`config.mk`:
```
export PLATFORM = sky130hd
export DESIGN_NAME = mem_stage
export DESIGN_NICKNAME = d
export VERILOG_FILES = /design/src/rtl/mem_stage_pkg.sv /design/src/rtl/mem_load_ext.sv /design/src/rtl/mem_stage.sv
export SDC_FILE = /design/constraint.sdc
export NUM_CORES = 1
export LEC_CHECK = 0
export CORE_ASPECT_RATIO = 0.8
export CORE_UTILIZATION = 35
export DETAILED_ROUTE_END_ITERATION = 8
export PLACE_DENSITY = 0.73
export SKIP_LAST_GASP = 1
export SLEW_MARGIN = 30
export SYNTH_ARGS = -nofsm -noshare
export SYNTH_HDL_FRONTEND = slang
export SYNTH_SLANG_ARGS = --single-unit
```
`constraint.sdc`:
```
create_clock -name clk -period 2.2 [get_ports clk]
set_input_delay 0.44 -clock clk [delete_from_list [all_inputs] [get_ports clk]]
set_output_delay 0.44 -clock clk [all_outputs]
set_load 0.03 [all_outputs]
```
`src/rtl/mem_stage_pkg.sv`:
```
// Shared defines for the MEM pipeline stage: opcode width and codes, the
// stage FSM encoding, and small opcode-decoding helpers used by the stage
// and by its load extender.
package mem_stage_pkg;

  localparam int OpCodeLen = 6;

  typedef logic [OpCodeLen-1:0] opcode_t;

  // Non-memory operations; their ALU result simply flows through MEM.
  localparam opcode_t MEM_NOP = 6'h00;
  localparam opcode_t EX_ADD  = 6'h01;
  localparam opcode_t EX_SUB  = 6'h02;
  localparam opcode_t EX_AND  = 6'h03;
  localparam opcode_t EX_OR   = 6'h04;
  localparam opcode_t EX_XOR  = 6'h05;

  // Loads.
  localparam opcode_t EX_LB   = 6'h10;
  localparam opcode_t EX_LH   = 6'h11;
  localparam opcode_t EX_LW   = 6'h12;
  localparam opcode_t EX_LBU  = 6'h13;
  localparam opcode_t EX_LHU  = 6'h14;

  // Stores.
  localparam opcode_t EX_SB   = 6'h18;
  localparam opcode_t EX_SH   = 6'h19;
  localparam opcode_t EX_SW   = 6'h1A;

  typedef enum logic [1:0] {
    ST_IDLE   = 2'd0,
    ST_ACCESS = 2'd1,
    ST_DONE   = 2'd2
  } mem_state_e;

  function automatic logic is_load(input opcode_t op);
    return (op == EX_LB) || (op == EX_LH) || (op == EX_LW) ||
           (op == EX_LBU) || (op == EX_LHU);
  endfunction

  function automatic logic is_store(input opcode_t op);
    return (op == EX_SB) || (op == EX_SH) || (op == EX_SW);
  endfunction

  function automatic logic is_mem_op(input opcode_t op);
    return is_load(op) || is_store(op);
  endfunction

  // Number of bytes moved by a memory op (B=1, H=2, W=4).
  function automatic logic [2:0] op_nbytes(input opcode_t op);
    logic [2:0] n;
    case (op)
      EX_LH, EX_LHU, EX_SH: n = 3'd2;
      EX_LW, EX_SW:         n = 3'd4;
      default:              n = 3'd1;
    endcase
    return n;
  endfunction

  // Natural-alignment test on the two low address bits.
  function automatic logic is_misaligned(input opcode_t op, input logic [1:0] addr_lo);
    logic bad;
    case (op)
      EX_LH, EX_LHU, EX_SH: bad = addr_lo[0];
      EX_LW, EX_SW:         bad = (addr_lo != 2'b00);
      default:              bad = 1'b0;
    endcase
    return bad;
  endfunction

endpackage

```
`src/rtl/mem_load_ext.sv`:
```
// Load extender: turns the assembled little-endian load bytes into the
// 32-bit writeback value (sign-extend LB/LH, zero-extend LBU/LHU, LW as is).
module mem_load_ext
  import mem_stage_pkg::*;
(
  input  opcode_t     op_i,
  input  logic [31:0] raw_i,
  output logic [31:0] data_o
);

  // Select the extension mode from the latched load opcode.
  always_comb begin
    // NOTE: every output of a combinational block gets a default first so no
    // path leaves it unassigned; otherwise a latch is inferred.
    data_o = raw_i;
    case (op_i)
      EX_LB:   data_o = {{24{raw_i[7]}}, raw_i[7:0]};
      EX_LBU:  data_o = {24'd0, raw_i[7:0]};
      EX_LH:   data_o = {{16{raw_i[15]}}, raw_i[15:0]};
      EX_LHU:  data_o = {16'd0, raw_i[15:0]};
      default: data_o = raw_i;
    endcase
  end

endmodule

```
`src/rtl/mem_stage.sv`:
```
// MEM pipeline stage with a byte-serial RAM port. Non-memory ops pass
// straight through; loads and stores are latched in IDLE, moved one byte per
// ram_ready in ACCESS (little-endian, address = base + index, 32-bit wrap),
// and written back for one cycle in DONE. Upstream is stalled from the
// accept cycle through the last ACCESS cycle.
// Optional build macro: MEM_ALIGN_CHECK_EN -- rejects misaligned half/word
// accesses in IDLE with a one-cycle misalign flag instead of performing them.
module mem_stage
  import mem_stage_pkg::*;
(
  input  logic                 clk,
  input  logic                 rst,          // asynchronous, active low
  input  logic [OpCodeLen-1:0] aluop,
  input  logic [4:0]           rd_addr,
  input  logic                 rd_enable,
  input  logic [31:0]          data_in,
  input  logic [31:0]          mem_addr_in,
  output logic                 ram_req,
  output logic                 ram_we,
  output logic [31:0]          ram_addr,
  output logic [7:0]           ram_wdata,
  input  logic [7:0]           ram_rdata,
  input  logic                 ram_ready,
  output logic [4:0]           rd_addr_o,
  output logic                 rd_enable_o,
  output logic [31:0]          rd_data_o,
  output logic                 stall_req,
  output logic                 misalign
);

  mem_state_e       state_q, state_d;
  opcode_t          op_q, op_d;
  logic [31:0]      base_q, base_d;
  logic [3:0][7:0]  data_q, data_d;    // store data, byte lanes
  logic [3:0][7:0]  bytes_q, bytes_d;  // assembled load bytes
  logic [4:0]       rd_addr_q, rd_addr_d;
  logic             rd_en_q, rd_en_d;
  logic [2:0]       cnt_q, cnt_d;      // bytes in this access (1, 2 or 4)
  logic [1:0]       idx_q, idx_d;      // byte currently on the RAM port

  logic [31:0]      ext_data;
  logic             misaligned_w;

`ifdef MEM_ALIGN_CHECK_EN
  assign misaligned_w = is_misaligned(aluop, mem_addr_in[1:0]);
`else
  // Misaligned accesses are simply performed byte by byte.
  assign misaligned_w = 1'b0;
`endif

  mem_load_ext u_load_ext (
    .op_i   (op_q),
    .raw_i  (bytes_q),
    .data_o (ext_data)
  );

  // FSM state register.
  always_ff @(posedge clk or negedge rst) begin
    // NOTE: sequential state is updated with non-blocking assignments so all
    // flops sample their inputs from the same edge, independent of order.
    if (!rst) begin
      state_q <= ST_IDLE;
    end else begin
      state_q <= state_d;
    end
  end

  // Latched operands, byte counter/index and load byte buffer.
  always_ff @(posedge clk or negedge rst) begin
    if (!rst) begin
      op_q      <= MEM_NOP;
      base_q    <= '0;
      data_q    <= '0;
      bytes_q   <= '0;
      rd_addr_q <= '0;
      rd_en_q   <= 1'b0;
      cnt_q     <= '0;
      idx_q     <= '0;
    end else begin
      op_q      <= op_d;
      base_q    <= base_d;
      data_q    <= data_d;
      bytes_q   <= bytes_d;
      rd_addr_q <= rd_addr_d;
      rd_en_q   <= rd_en_d;
      cnt_q     <= cnt_d;
      idx_q     <= idx_d;
    end
  end

  // Next-state, datapath next values and all stage outputs.
  always_comb begin
    state_d     = state_q;
    op_d        = op_q;
    base_d      = base_q;
    data_d      = data_q;
    bytes_d     = bytes_q;
    rd_addr_d   = rd_addr_q;
    rd_en_d     = rd_en_q;
    cnt_d       = cnt_q;
    idx_d       = idx_q;

    ram_req     = 1'b0;
    ram_we      = 1'b0;
    ram_addr    = '0;
    ram_wdata   = '0;
    rd_addr_o   = '0;
    rd_enable_o = 1'b0;
    rd_data_o   = '0;
    stall_req   = 1'b0;
    misalign    = 1'b0;

    case (state_q)
      ST_IDLE: begin
        if (!is_mem_op(aluop)) begin
          // ALU result flows through in the same cycle.
          rd_addr_o   = rd_addr;
          rd_enable_o = rd_enable;
          rd_data_o   = data_in;
        end else if (misaligned_w) begin
          // Rejected access: flag it, no RAM traffic, no stall, no writeback.
          misalign = 1'b1;
        end else begin
          // Accept: latch everything so later aluop changes are ignored.
          op_d      = aluop;
          base_d    = mem_addr_in;
          data_d    = data_in;
          bytes_d   = '0;
          rd_addr_d = rd_addr;
          rd_en_d   = rd_enable;
          cnt_d     = op_nbytes(aluop);
          idx_d     = '0;
          stall_req = 1'b1;
          state_d   = ST_ACCESS;
        end
      end

      ST_ACCESS: begin
        // Address and write data depend only on latched state, so they stay
        // stable while the RAM holds ram_ready low.
        ram_req   = 1'b1;
        ram_we    = is_store(op_q);
        ram_addr  = base_q + {30'd0, idx_q};
        ram_wdata = data_q[idx_q];
        stall_req = 1'b1;
        if (ram_ready) begin
          if (is_load(op_q)) begin
            bytes_d[idx_q] = ram_rdata;
          end
          if ({1'b0, idx_q} == (cnt_q - 3'd1)) begin
            state_d = ST_DONE;
          end else begin
            idx_d = idx_q + 2'd1;
          end
        end
      end

      ST_DONE: begin
        rd_addr_o   = rd_addr_q;
        rd_enable_o = is_load(op_q) && rd_en_q;
        rd_data_o   = is_load(op_q) ? ext_data : 32'd0;
        state_d     = ST_IDLE;
      end

      default: begin
        state_d = ST_IDLE;
      end
    endcase

    // Register x0 is never written.
    if (rd_addr_o == 5'd0) begin
      rd_enable_o = 1'b0;
    end

    // Outputs are held quiet for as long as reset is asserted, including the
    // combinational pass-through path.
    if (!rst) begin
      ram_req     = 1'b0;
      ram_we      = 1'b0;
      ram_addr    = '0;
      ram_wdata   = '0;
      rd_addr_o   = '0;
      rd_enable_o = 1'b0;
      rd_data_o   = '0;
      stall_req   = 1'b0;
      misalign    = 1'b0;
    end
  end

endmodule

```
==> results.json <==
{
  "final_net_count": 1004,
  "synth_edf_count": 0,
  "period_share": 1.323,
  "grt_pass1_vias": 6394,
  "critPathCaptureType": "output port",
  "drt_iter0_markers": 439,
  "hp-class": "in -> async",
  "synth_area_leaders": "dfrtp_1 45%, mux2_2 13%, o2bb2ai_1 7.6%",
  "cp-start-kind": "register",
  "synth.yosys.seq_area_share": 0.4451,
  "syn_nets": 704,
  "arrival_ns": 2.47,
  "rows": 44,
  "netlist_area_sq_mm": 0.006465,
  "ys_seq_elements": 115,
  "ff2ff_path_depth": 8,
  "synthCells": 609,
  "drc_errors": 0,
  "fp.dieArea_sq_mm": 0.01902,
  "coreArea_sq_mm": 0.01811,
  "finalWirelength_microns": 23410,
  "setup-violations-final": 77,
  "cts_hold_buffers": 0,
  "port_buffers": 167,
  "grt_overflow_total": 0,
  "cp_max_fo": 7,
  "worst_slack_ns": -0.7105,
  "fmax_ghz": 0.3436,
  "fin_tns_setup_ns": -29.04,
  "status": "finished with violations",
  "crit_top_cell": "buf_6",
  "dp_slack_ns": -0.3930,
  "slew_violations": 0,
  "whs_ns": 0.03492,
  "ir_drop_mv": 0.6392,
  "worstReg2RegEnd": "bytes_q[8]",
  "synthFlopType": "dfrtp_1",
  "ios": 169,
  "design_area_sq_mm": 0.01165,
  "post-route-min-period_ns": 2.910,
  "async_flop_share": 1.000,
  "maxCapViolCount": 0,
  "mostFrequentLayoutCells": "130 x buf_4, 110 x dfrtp_1, 79 x clkdlybuf4s50_1",
  "drtAntennaViolNets": 0,
  "path_class": "reg -> out",
  "timing.reg2reg.setup_slack_ns": 0.14,
  "hold_viol": 0,
  "final_util": 0.6434,
  "drive_above_1_share": 0.5521,
  "viasPerCell": 5.524,
  "gp_congestion": 0.8525,
  "grt_pass1_wl_microns": 36290,
  "yosysWarningCount": 0,
  "antenna_cells": 0,
  "cp.required_ns": 1.76,
  "synth_top_cell_by_area": "dfrtp_1",
  "finalNonFillerCells": 1152,
  "numCtsBuffers": 17,
  "clk_pin_slew_ns": 0.06,
  "htree_levels": 4,
  "vias": 6364,
  "cp_cell_sequence": "ha_4, fa_2, and3_4, nand4_1, buf_6, or4_4, a21oi_4, buf_6",
  "placed_cell_area_sq_mm": 0.009898,
  "slowest_stage": "or4_4",
  "initial_core_util": 0.3569,
  "firstDrtPassIters": 4,
  "cts_tree": "built",
  "power_mw": 15.35,
  "final_common_cell": "buf_4",
  "slowest_delay_ns": 0.49,
  "dp_cells": 1091,
  "slew_headroom": 0.5681,
  "p_leak_nw": 4.813,
  "routedWlPerCell_microns": 20.32,
  "die_h_microns": 123.6,
  "clockBufferDepth": 2,
  "clock_latency_ns": 0.43,
  "syn_avg_cell_area_sq_um": 10.62,
  "grtUsageTotal": 0.2527,
  "finalClockSkew_ns": 0.008326,
  "violations": "negative setup slack",
  "antenna_found_initial": 0,
  "powerDensity_mw_per_mm2": 1317,
  "rsz0062_at_grt": "yes",
  "cts_root_buffer": "clkbuf_16",
  "hpwlAfterDp_microns": 16160,
  "tightestPinTransition_ns": 0.6479,
  "grt_max_degree": 71,
  "synth.top_cell.area_share": 0.4451,
  "die_x_microns": 154.0,
  "ys_types": 54,
  "clock_sinks": 115,
  "r2r_start": "state_q[1]",
  "synthToLayoutAreaGrowth_pct": 80.26
}
==> worst max path at each step <==
stage,to,startpoint,depth (start not counted)
global placement,rd_data_o[21],aluop[3],8
CTS,ram_addr[30],idx_q[0],8
finish,ram_addr[30],base_q[0],8
global route,ram_addr[30],base_q[0],8
detailed placement,rd_data_o[12],aluop[1],8
floorplan,ram_addr[26],idx_q[0],7
==> cell type report <==
class,count,area [sq um]
clock buffer,17,425.4
clock inverter,15,163.9
fill,1315,6459
inverter,15,56.30
multi-input combinational,445,4677
sequential,115,2884
tap,230,287.8
timing repair buffer,315,3159
==> flip-flops by register name, indices dropped and copies added, names as in the netlist <==
signal and count:
base_q 32, bytes_q 32, cnt_q 3, data_q 32, idx_q 2, op_q 6, rd_addr_q 5, rd_en_q 1
state_q 2
==> power by group <==
group / internal, mW / switching, mW / leakage [nW]
registers: 3.11 / 0.865 / 1.42
logic: 4.28 / 4.32 / 3.11
clock network: 1.61 / 1.16 / 0.283
==> synthesized netlist by cell type (all sizes together) (4+ instances only) <==
| library cell | number |
|---|---|
| ha | 7 |
| buf | 18 |
| o2bb2ai | 56 |
| nor2b | 12 |
| or2 | 4 |
| dfrtp | 115 |
| clkbuf | 18 |
| nor4 | 7 |
| xor2 | 6 |
| or4 | 12 |
| o31ai | 11 |
| inv | 15 |
| nand3 | 16 |
| and2 | 5 |
| nor3 | 8 |
| mux2 | 77 |
| or3 | 4 |
| a21oi | 27 |
| nor2 | 40 |
| nand2 | 52 |
| o21ai | 11 |
| nand2b | 5 |
| mux4 | 8 |
| a22o | 13 |
| and3 | 4 |
| nand4 | 14 |
| nor3b | 4 |
| xnor2 | 9 |
==> kinds of logic (layout without fill, tap and decap cells) <==
family	count (synthesis)	in the layout	share of synthesized area
XOR/XNOR	15	15	0.02032
flip-flops	115	115	0.4451
AND/OR/NAND/NOR	200	202	0.1643
other	1	1	0.0005801
buffers and inverters	51	362	0.03387
adder cells (fa/ha/maj)	8	8	0.01664
multiplexers	88	88	0.1666
AO/OA/AOI/OAI	131	131	0.1525
==> what timing repair did <==
item / in CTS / in global routing
endpoints found under the setup margin: 80 / 79
gates resized for setup: 143 / 70
pin swaps: 43 / 31
gates cloned: 5 / 1
setup buffers: 18 / 12
==> per-layer routing <==
| metal | GRT usage | vias up | routed length, microns |
|---|---|---|---|
| met4 | 0.06313 | 0 | 211 |
| met3 | 0.06660 | 19 | 1628 |
| li1 | - | 2890 | - |
| met5 | 0 | - | 0 |
| met2 | 0.3949 | 232 | 11040 |
| met1 | 0.3485 | 3223 | 10530 |
==> worst max-delay path: cells and delay by family (launching register included) <==
kind | cells | cell delay (ns)
DFF | 1 | 0.40
and+or+nand+nor | 3 | 0.80
AOI/OAI and AO/OA | 1 | 0.17
buffers and inverters | 2 | 0.31
adders and majority gates | 2 | 0.36
Power figures use the tool's default switching activity.
